===== src/rtl/memory_embedded_burst_ctrl.sv =====
// Burst controller in front of a single-port BRAM (registered address, unregistered q).
// Each request becomes N_BURST word accesses: writes are flow-controlled, reads stream.
module memory_embedded_burst_ctrl #(
   parameter int BW_DATA = 32,
   parameter int N_BURST = 4,
   parameter int BW_ADDR = 16
) (
   input  logic               clock_i,
   input  logic               reset_i,
   input  logic               req_i,
   input  logic               req_rw_i,
   input  logic [BW_ADDR-1:0] req_addr_i,
   output logic               ready_o,
   input  logic [BW_DATA-1:0] wdata_i,
   input  logic               wdata_valid_i,
   output logic               wdata_ready_o,
   output logic [BW_DATA-1:0] rdata_o,
   output logic               rdata_valid_o,
   output logic               done_o,
   output logic               mem_wren_o,
   output logic [BW_ADDR-1:0] mem_addr_o,
   output logic [BW_DATA-1:0] mem_data_o,
   input  logic [BW_DATA-1:0] mem_data_i
);

   localparam int                 LOGN     = $clog2(N_BURST);
   localparam int                 CW       = LOGN + 1;
   localparam logic [BW_ADDR-1:0] OFS_MASK = BW_ADDR'(N_BURST - 1);
   localparam logic [CW-1:0]      LAST     = CW'(N_BURST - 1);

   typedef enum logic [2:0] {
      S_IDLE,
      S_WRITE,
      S_READ,
      S_READ_WAIT,
      S_DONE
   } state_t;

   state_t             state_q;
   logic [BW_ADDR-1:0] base_q;
   logic [CW-1:0]      count_q;
   logic               rw_q;
   logic               rvalid_q;
   logic               wr_phase;

   always_ff @(posedge clock_i or posedge reset_i) begin
      if (reset_i) begin
         state_q  <= S_IDLE;
         base_q   <= '0;
         count_q  <= '0;
         rw_q     <= 1'b0;
         rvalid_q <= 1'b0;
      end else begin
         // BRAM q lags its address by one cycle, so valid trails the READ state.
         rvalid_q <= (state_q == S_READ);
         case (state_q)
            S_IDLE: begin
               if (req_i) begin
                  base_q  <= req_addr_i & ~OFS_MASK;
                  count_q <= '0;
                  rw_q    <= req_rw_i;
                  state_q <= req_rw_i ? S_WRITE : S_READ;
               end
            end
            S_WRITE: begin
               if (wdata_valid_i) begin
                  count_q <= count_q + CW'(1);
                  if (count_q == LAST) state_q <= S_DONE;
               end
            end
            S_READ: begin
               count_q <= count_q + CW'(1);
               if (count_q == LAST) state_q <= S_READ_WAIT;
            end
            S_READ_WAIT: state_q <= S_DONE;
            S_DONE:      state_q <= S_IDLE;
            default:     state_q <= S_IDLE;
         endcase
      end
   end

   assign wr_phase      = (state_q == S_WRITE) && rw_q;
   assign ready_o       = (state_q == S_IDLE);
   assign done_o        = (state_q == S_DONE);
   assign wdata_ready_o = wr_phase;
   assign mem_wren_o    = wr_phase && wdata_valid_i;
   // Aligned base plus in-line offset: never carries out of the line.
   assign mem_addr_o    = base_q | (BW_ADDR'(count_q) & OFS_MASK);
   assign mem_data_o    = wdata_i;
   assign rdata_o       = mem_data_i;
   assign rdata_valid_o = rvalid_q;

endmodule


===== config.mk =====
export PLATFORM = sky130hd
export DESIGN_NAME = memory_embedded_burst_ctrl
export DESIGN_NICKNAME = d
export VERILOG_FILES = /design/src/rtl/memory_embedded_burst_ctrl.sv
export SDC_FILE = /design/constraint.sdc
export NUM_CORES = 1
export LEC_CHECK = 0
export ABC_AREA = 1
export BUFFER_PORTS_ARGS = -buffer_cell sky130_fd_sc_hd__buf_2
export CORE_ASPECT_RATIO = 1.1
export CORE_UTILIZATION = 35
export DETAILED_ROUTE_END_ITERATION = 10
export PLACE_DENSITY = 0.82
export SKIP_CTS_REPAIR_TIMING = 1
export SLEW_MARGIN = 5
export SYNTH_ARGS = -nofsm -noshare
export SYNTH_HDL_FRONTEND = slang
export SYNTH_SLANG_ARGS = --single-unit

===== constraint.sdc =====
create_clock -name clock_i -period 3.3 [get_ports clock_i]
set_input_delay 0.66 -clock clock_i [delete_from_list [all_inputs] [get_ports clock_i]]
set_output_delay 0.66 -clock clock_i [all_outputs]
set_load 0.05 [all_outputs]

==> key figures, run 1 <==
Critical path
  • WS Path Type: register to primary output
  • Data required, critical path: 2640 ps
  • Arrival time of data at the critical path endpoint: 1500 ps
  • Top fanout value on the critical path: 16
  • Worst Setup Start Kind: register
  • Endpoint class of the critical path: primary output

Timing
  • Post-route worst hold slack: 467 ps
  • Max-Slew Margin vs Limit: 45.4%
  • Period utilisation layout: 65.3%
  • Final setup violation count: 0
  • Fin Clk Skew: 4.36 ps
  • Transition at the pin with the smallest max-transition slack: 818 ps
  • Final-layout setup total negative slack: 0 ps
  • Count of final max-slew check failures: 0
  • Hold violation total from the final report: 0
  • RSZ-0062 raised after global routing: no
  • Tmin final: 2160 ps
  • Max Fclk: 464 MHz

Die
  • Starting density of the core: 37.4%
  • Die width: 65.0 um
  • Standard-cell rows: 24
  • Overall die height: 71.3 um
  • Number of placed I/O pins: 170
  • Core area: 4080 um2
  • Total Die Area: 4630 um2

Power and ir drop
  • IR drop worst, VDD: 0.250 mV
  • Net Sw Frac: 55.1%
  • Net switching power of the design: 892 uW
  • Share of total power in combinational logic: 59.1%
  • Part of the power in registers: 29.3%
  • Leakage: 0.780 nW
  • Sum of internal, switching and leakage power: 1.62 mW
  • Internal Pwr Total: 727 uW
  • Power per cell area: 1230 nW/um2
  • Clk network pwr share: 11.6%

Synth
  • Yosys top cell by area: sky130_fd_sc_hd__dfrtp_1
  • Number of storage elements in the synthesis netlist: 22
  • Synthesized net count: 275
  • Compound-Gate Fraction of Synth Area: 1.31%
  • Multiplexer share of the synthesized area: 0%
  • Syn_area_per_cell: 8.13 um2
  • Proportion of netlist area held by the largest area contributor: 36.0%
  • Simple-gate area share of the yosys netlist: 23.1%
  • Sequential cell area fraction in the yosys report: 36.0%
  • Yosys warnings: 0
  • Count of distinct cell types in the synthesized netlist: 19
  • Synthesized instance count: 188
  • Largest family of logic cells by synthesized area: buffers and inverters
  • Share of the synthesized netlist area taken by xor and xnor gates: 0%
  • Ranking of synthesized cells by area: sky130_fd_sc_hd__dfrtp_1 36%, sky130_fd_sc_hd__buf_4 32%, sky130_fd_sc_hd__nand2_1 11%
  • Total standard cell area after synthesis: 1530 um2
  • Adder-cell share of the synthesized area: 1.64%

Route
  • Initial drt markers: 15
  • Antenna-violating nets left: 0
  • Post-Route WL: 2400 um
  • DRC viols: 0
  • Detailed-routing iteration count for the pre-antenna-repair pass: 4
  • Post-detailed-route via-to-cell ratio: 4.31
  • Vias: 923
  • Average detailed-routed wire length per instance: 11.2 um

Placed design
  • Total placed instance area: 1260 um2
  • Post-detail-place hpwl: 1780 um
  • Weighted congestion reported at the end of routability-driven placement: 0.908
  • Port buffer count: 39
  • Cells after DPL: 210

Run status
  • Result of the run: finished, final reports clean

Clock tree
  • CTS tree: yes
  • Cts bufs inserted: 3
  • Maximum clock insertion buffer count: 2
  • Clock edge transition at the registers on the reported setup and hold paths: 80 ps
  • Clk_lat worst skew: 250 ps
  • Number of clock sinks seen by CTS: 22
  • Clock tree root driver cell: sky130_fd_sc_hd__clkbuf_8
  • Number of H-tree levels: 1

Global routing
  • Largest net degree at the start of global routing: 23
  • Overflow left after global routing: 0
  • Antenna violations before repair: 0
  • Wire length of the first global-routing pass: 3820 um
  • Via count of the first global-routing pass: 834
  • GRT Total Usage: 10.7%

Finish
  • Diode insertion count for antenna repair: 0
  • Commonest non-fill, non-tap cell in the layout: sky130_fd_sc_hd__nand2_1
  • Share of layout cells above drive strength 1: 32.7%
  • Post-layout instance count excluding filler cells: 214
  • Fin nets: 250
  • Fill cell total of the finished layout: 437
  • Area Growth Syn to Fin: -13.6%
  • Post-route design area: 1320 um2
  • Leading cell types in the layout, fill and taps excluded: 46 x sky130_fd_sc_hd__nand2_1, 39 x sky130_fd_sc_hd__buf_2, 22 x sky130_fd_sc_hd__dfrtp_1

Job
  • Number of maximum-capacitance violations: 0

Hold path
  • Worst min-delay path class: register to register
## worst paths after layout
check | depth (start not counted) | slack [ps] | from | to
worst max-delay path | 4 | 1140 | state_q[0]$_DFFE_PP0P_ | ready_o
worst min-delay path | 2 | 470 | base_q[14]$_DFFE_PP0P_ | base_q[14]$_DFFE_PP0P_
worst max register to register | 6 | 1930 | state_q[0]$_DFFE_PP0P_ | rw_q$_DFFE_PP0P_
worst min register to register | 2 | 470 | base_q[14]$_DFFE_PP0P_ | base_q[14]$_DFFE_PP0P_
max in group asynchronous | 2 | 2240 | reset_i | base_q[12]$_DFFE_PP0P_
min in group asynchronous | 2 | 550 | reset_i | rdata_valid_o$_DFF_PP0_
## power by group through the flow
stage                     clock, mW  combinational, mW  sequential (mW)
after floorplan                   0              0.704            0.782
after global routing          0.210               1.05            0.490
after global placement            0              0.953            0.476
final                         0.188              0.958            0.474
after detailed placement          0              0.967            0.479
after CTS                     0.197              0.969            0.473
## stage by stage
step | setup slack (ps) | util, %
final | 1140 | 32.3
after global routing | 1050 | 32.3
after CTS | 1130 | 32.3
after detailed placement | 1410 | 31.0
after global placement | 1410 | 31.0
after floorplan | 857 | -
## sequential cells by signal, indices dropped and copies added, names as in the netlist
register	cells
base_q	14
count_q	3
rdata_valid_o	1
rw_q	1
state_q	3
## cells in the mapped netlist
library cell / count
sky130_fd_sc_hd__a21oi_1: 3
sky130_fd_sc_hd__buf_2: 1
sky130_fd_sc_hd__buf_4: 66
sky130_fd_sc_hd__buf_6: 2
sky130_fd_sc_hd__dfrtp_1: 22
sky130_fd_sc_hd__ha_1: 2
sky130_fd_sc_hd__inv_1: 12
sky130_fd_sc_hd__inv_2: 3
sky130_fd_sc_hd__nand2_1: 46
sky130_fd_sc_hd__nand2_2: 2
sky130_fd_sc_hd__nand2_4: 1
sky130_fd_sc_hd__nand3_1: 18
sky130_fd_sc_hd__nand3b_1: 1
sky130_fd_sc_hd__nor2_1: 2
sky130_fd_sc_hd__nor2_2: 3
sky130_fd_sc_hd__nor2_8: 1
sky130_fd_sc_hd__nor3_1: 1
sky130_fd_sc_hd__nor3b_1: 1
sky130_fd_sc_hd__o21ai_0: 1
## area by class of cell
cell class                 count  area [um2]  area share [%]
clock buffer                   4        55.1            4.17
inverter                      15        56.3            4.27
tap                           52        65.1            4.93
sequential                    22         551            41.7
timing repair buffer          39         195            14.8
multi-input combinational     82         398            30.1
## layer usage
layer | share of wire, % | global-route usage (%)
met1 | 40 | 11.4
met2 | 45 | 17.2
met3 | 9.9 | 3.66
met4 | 5.2 | 8.40
met5 | 0 | 0
## cells by family (layout without fill, tap and decap cells)
family / count (synthesis) / in the layout
compound gates: 4 / 4
buf+inv: 84 / 58
fa+ha+maj: 2 / 2
flops: 22 / 22
simple gates: 76 / 76
## critical path, cell delays in order, from the launching register on
cell	delay [ps]
sky130_fd_sc_hd__dfrtp_1	430
sky130_fd_sc_hd__nor2_2	180
sky130_fd_sc_hd__inv_2	90
sky130_fd_sc_hd__nor2_8	220
sky130_fd_sc_hd__buf_2	310
(Power assumes the default switching activity.)
==> run 2, diff against run 1 <==
- ABC_AREA: 1 -> 0
- CORE_UTILIZATION: 35 -> 30
- PLACE_DENSITY: 0.82 -> 0.76
- clock period: 3.3 -> 1.8 ns (I/O delays scaled with it)
==> key figures, run 2 <==
Synth
  • Count leader, synth: sky130_fd_sc_hd__buf_4
  • Yosys top cell by area: sky130_fd_sc_hd__dfrtp_1
  • Number of enable-type register cells in the synthesized netlist: 0 (unchanged)
  • Proportion of netlist area held by the largest area contributor: 37.2% (+1.2 points)
  • Synthesized net count: 224 (-19%)
  • Sequential cell area fraction in the yosys report: 37.2% (+1.2 points)
  • Yosys warnings: 0 (unchanged)
  • Top FF cell, synth: sky130_fd_sc_hd__dfrtp_1
  • Syn_area_per_cell: 10.8 um2 (+33%)
  • Count of distinct cell types in the synthesized netlist: 24 (+5)
  • Proportion of register bits with asynchronous set or reset after synthesis: 100% (unchanged)
  • Synthesized instance count: 137 (-27%)
  • Ranking of synthesized cells by area: sky130_fd_sc_hd__dfrtp_1 37%, sky130_fd_sc_hd__buf_4 33%, sky130_fd_sc_hd__mux2_4 8.1%
  • Number of storage elements in the synthesis netlist: 22 (unchanged)
  • Post-synth top cells: 66 x sky130_fd_sc_hd__buf_4, 22 x sky130_fd_sc_hd__dfrtp_1, 8 x sky130_fd_sc_hd__mux2_4
  • Total standard cell area after synthesis: 1480 um2 (-3.1%)

Critical path
  • Data required, critical path: 1440 ps (-1200 ps)
  • Reg2Reg Depth: 4 (-2)
  • WS Path Type: register to primary output
  • Arrival time of data at the critical path endpoint: 1360 ps (-140 ps)
  • Worst Setup Start Kind: register
  • Flop2flop setup slack: 220 ps (-1710 ps)
  • Endpoint class of the critical path: primary output
  • Top fanout value on the critical path: 4 (-12)

Power and ir drop
  • Leakage: 0.674 nW (-14%)
  • Clk network pwr share: 11.9% (+0.3 points)
  • IR drop worst, VDD: 0.634 mV (+150%)
  • Net Sw Frac: 48.8% (-6.3 points)
  • Internal Pwr Total: 1.54 mW (+110%)
  • Part of the power in registers: 29.1% (-0.2 points)
  • Share of total power in combinational logic: 58.9% (-0.2 points)
  • Power per cell area: 2230 nW/um2 (+82%)
  • Net switching power of the design: 1.47 mW (+65%)

Route
  • Vias: 757 (-18%)
  • Post-detailed-route via-to-cell ratio: 4.35 (+0.87%)
  • Post-Route WL: 2370 um (-1.4%)
  • Antenna-violating nets left: 0 (unchanged)
  • DRC viols: 0 (unchanged)
  • Detailed-routing iteration count for the pre-antenna-repair pass: 3 (-1)
  • Average detailed-routed wire length per instance: 13.6 um (+21%)
  • Initial drt markers: 8 (-7)

Clock tree
  • Clock tree root driver cell: sky130_fd_sc_hd__clkbuf_8
  • Number of H-tree levels: 1 (unchanged)
  • Cts bufs inserted: 3 (unchanged)
  • Maximum clock insertion buffer count: 2 (unchanged)
  • Number of clock sinks seen by CTS: 22 (unchanged)
  • Clk_lat worst skew: 260 ps (about the same)
  • CTS tree: yes
  • Clock edge transition at the registers on the reported setup and hold paths: 80 ps (about the same)

Hold path
  • Worst min-delay path class: input port to async pin

Die
  • Total Die Area: 5220 um2 (+13%)
  • Number of placed I/O pins: 170 (unchanged)
  • Standard-cell rows: 26 (+8.3%)
  • Core area: 4680 um2 (+15%)
  • Starting density of the core: 31.6% (-5.8 points)
  • Overall die height: 75.7 um (+6.1%)
  • Die width: 69.0 um (+6.1%)

Finish
  • Diode insertion count for antenna repair: 0 (unchanged)
  • Number of flip-flops in the largest register: 14 (unchanged)
  • Leading cell types in the layout, fill and taps excluded: 38 x sky130_fd_sc_hd__buf_2, 19 x sky130_fd_sc_hd__dfrtp_1, 9 x sky130_fd_sc_hd__buf_4
  • Largest regs: base_q: 14 flops, count_q: 3 flops, state_q: 3 flops
  • Register name with the most flops: base_q
  • Commonest non-fill, non-tap cell in the layout: sky130_fd_sc_hd__buf_2
  • Fin nets: 206 (-18%)
  • Fill cell total of the finished layout: 505 (+16%)
  • Area Growth Syn to Fin: -8.54%
  • Post-route design area: 1350 um2 (+2.6%)
  • Share of layout cells above drive strength 1: 61.0% (+28 points)

Global routing
  • Via count of the first global-routing pass: 721 (-14%)
  • Antenna violations before repair: 0 (unchanged)
  • Overflow left after global routing: 0 (unchanged)
  • GRT Total Usage: 9.57% (-1.1 points)
  • Wire length of the first global-routing pass: 3460 um (-9.2%)
  • Largest net degree at the start of global routing: 23 (unchanged)

Placed design
  • Weighted congestion reported at the end of routability-driven placement: 0.738 (-19%)
  • Post-detail-place hpwl: 1710 um (-3.6%)
  • Port buffer count: 39 (unchanged)
  • Total placed instance area: 1260 um2 (-0.20%)

Timing
  • Hold violation total from the final report: 0 (unchanged)
  • Count of final max-slew check failures: 0 (unchanged)
  • RSZ-0062 raised after global routing: no
  • Tmin final: 1720 ps
  • Transition at the pin with the smallest max-transition slack: 289 ps (-528 ps)
  • Post-route worst hold slack: 119 ps (-347 ps)
  • Max Fclk: 583 MHz
  • Final setup violation count: 0 (unchanged)
  • Max-Slew Margin vs Limit: 80.7% (+35 points)
  • Fin Clk Skew: 7.01 ps (+2.65 ps)
  • Period utilisation layout: 95.4%

Job
  • Number of maximum-capacitance violations: 0 (unchanged)

Run status
  • Result of the run: finished, final reports clean
run 2: cell types whose count changed after synthesis, moves of 2 or more:
| cell | change |
|---|---|
| sky130_fd_sc_hd__inv_1 | -5 |
| sky130_fd_sc_hd__inv_2 | -3 |
| sky130_fd_sc_hd__mux2_2 | +6 |
| sky130_fd_sc_hd__mux2_4 | +8 |
| sky130_fd_sc_hd__nand2_1 | -45 |
| sky130_fd_sc_hd__nand2_2 | -2 |
| sky130_fd_sc_hd__nand3_1 | -18 |
| sky130_fd_sc_hd__nor2_2 | -3 |
| sky130_fd_sc_hd__o22ai_1 | +2 |
run 2: through the flow:
| step | setup WS (ps) | setup TNS [ps] | instances | util, % | power, mW |
|---|---|---|---|---|---|
| 6_report | 83.6 | 0 | 174 | 28.9 | 3.02 |
| 3_3_place_gp | 232 | 0 | 166 | 26.9 | 2.59 |
| 4_1_cts | -99.8 | -99.8 | 170 | 28.1 | 2.99 |
| 5_1_grt | 13.8 | 0 | 174 | 28.9 | 3.19 |
| 3_5_place_dp | 203 | 0 | 166 | 26.9 | 2.62 |
| 2_1_floorplan | -190 | -334 | 137 | - | 2.71 |
run 2: kinds of logic after synthesis:
family	Yosys count	synth area share (%)
flip-flops	22	37.2
buffers and inverters	77	37.9
AND/OR/NAND/NOR	11	5.75
AO/OA/AOI/OAI	10	4.14
multiplexers	15	13.4
adder cells (fa/ha/maj)	2	1.69
run 2: area by class of cell:
| cell class | instances | area [um2] | area share (%) |
|---|---|---|---|
| Sequential cell | 22 | 554 | 40.9 |
| Multi-Input combinational cell | 38 | 390 | 28.8 |
| Timing Repair Buffer | 47 | 258 | 19.0 |
| Tap cell | 56 | 70.1 | 5.18 |
| Clock buffer | 4 | 55.1 | 4.07 |
| Inverter | 7 | 26.3 | 1.94 |
run 2: worst paths after layout:
kind / start / end
worst max-delay path: state_q[2]$_DFFE_PP0P_ / mem_wren_o
worst min-delay path: reset_i / rw_q$_DFFE_PP0P_
worst max register to register: state_q[0]$_DFFE_PP0P_ / base_q[2]$_DFFE_PP0P_
worst min register to register: base_q[15]$_DFFE_PP0P_ / base_q[15]$_DFFE_PP0P_
max in group asynchronous: reset_i / state_q[2]$_DFFE_PP0P_
min in group clock_i: req_addr_i[4] / base_q[4]$_DFFE_PP0P_
run 2: worst max-delay path: stages (launching register included):
cell and delay [ps]:
sky130_fd_sc_hd__dfrtp_2 450, sky130_fd_sc_hd__nor4b_4 290, sky130_fd_sc_hd__and2_2 170, sky130_fd_sc_hd__buf_4 190
run 2: routing by layer:
layer	GRT usage [%]	wire, um
met5	0	0
met2	12.9	1090
met1	10.9	923
met3	2.69	212
met4	11.8	140
run 2: power by group through the flow:
stage | registers, mW | logic, mW | clock network [mW]
2_1_floorplan | 1.46 | 1.25 | 0
3_3_place_gp | 0.912 | 1.68 | 0
3_5_place_dp | 0.920 | 1.70 | 0
4_1_cts | 0.915 | 1.70 | 0.379
5_1_grt | 0.911 | 1.89 | 0.389
6_report | 0.879 | 1.78 | 0.360
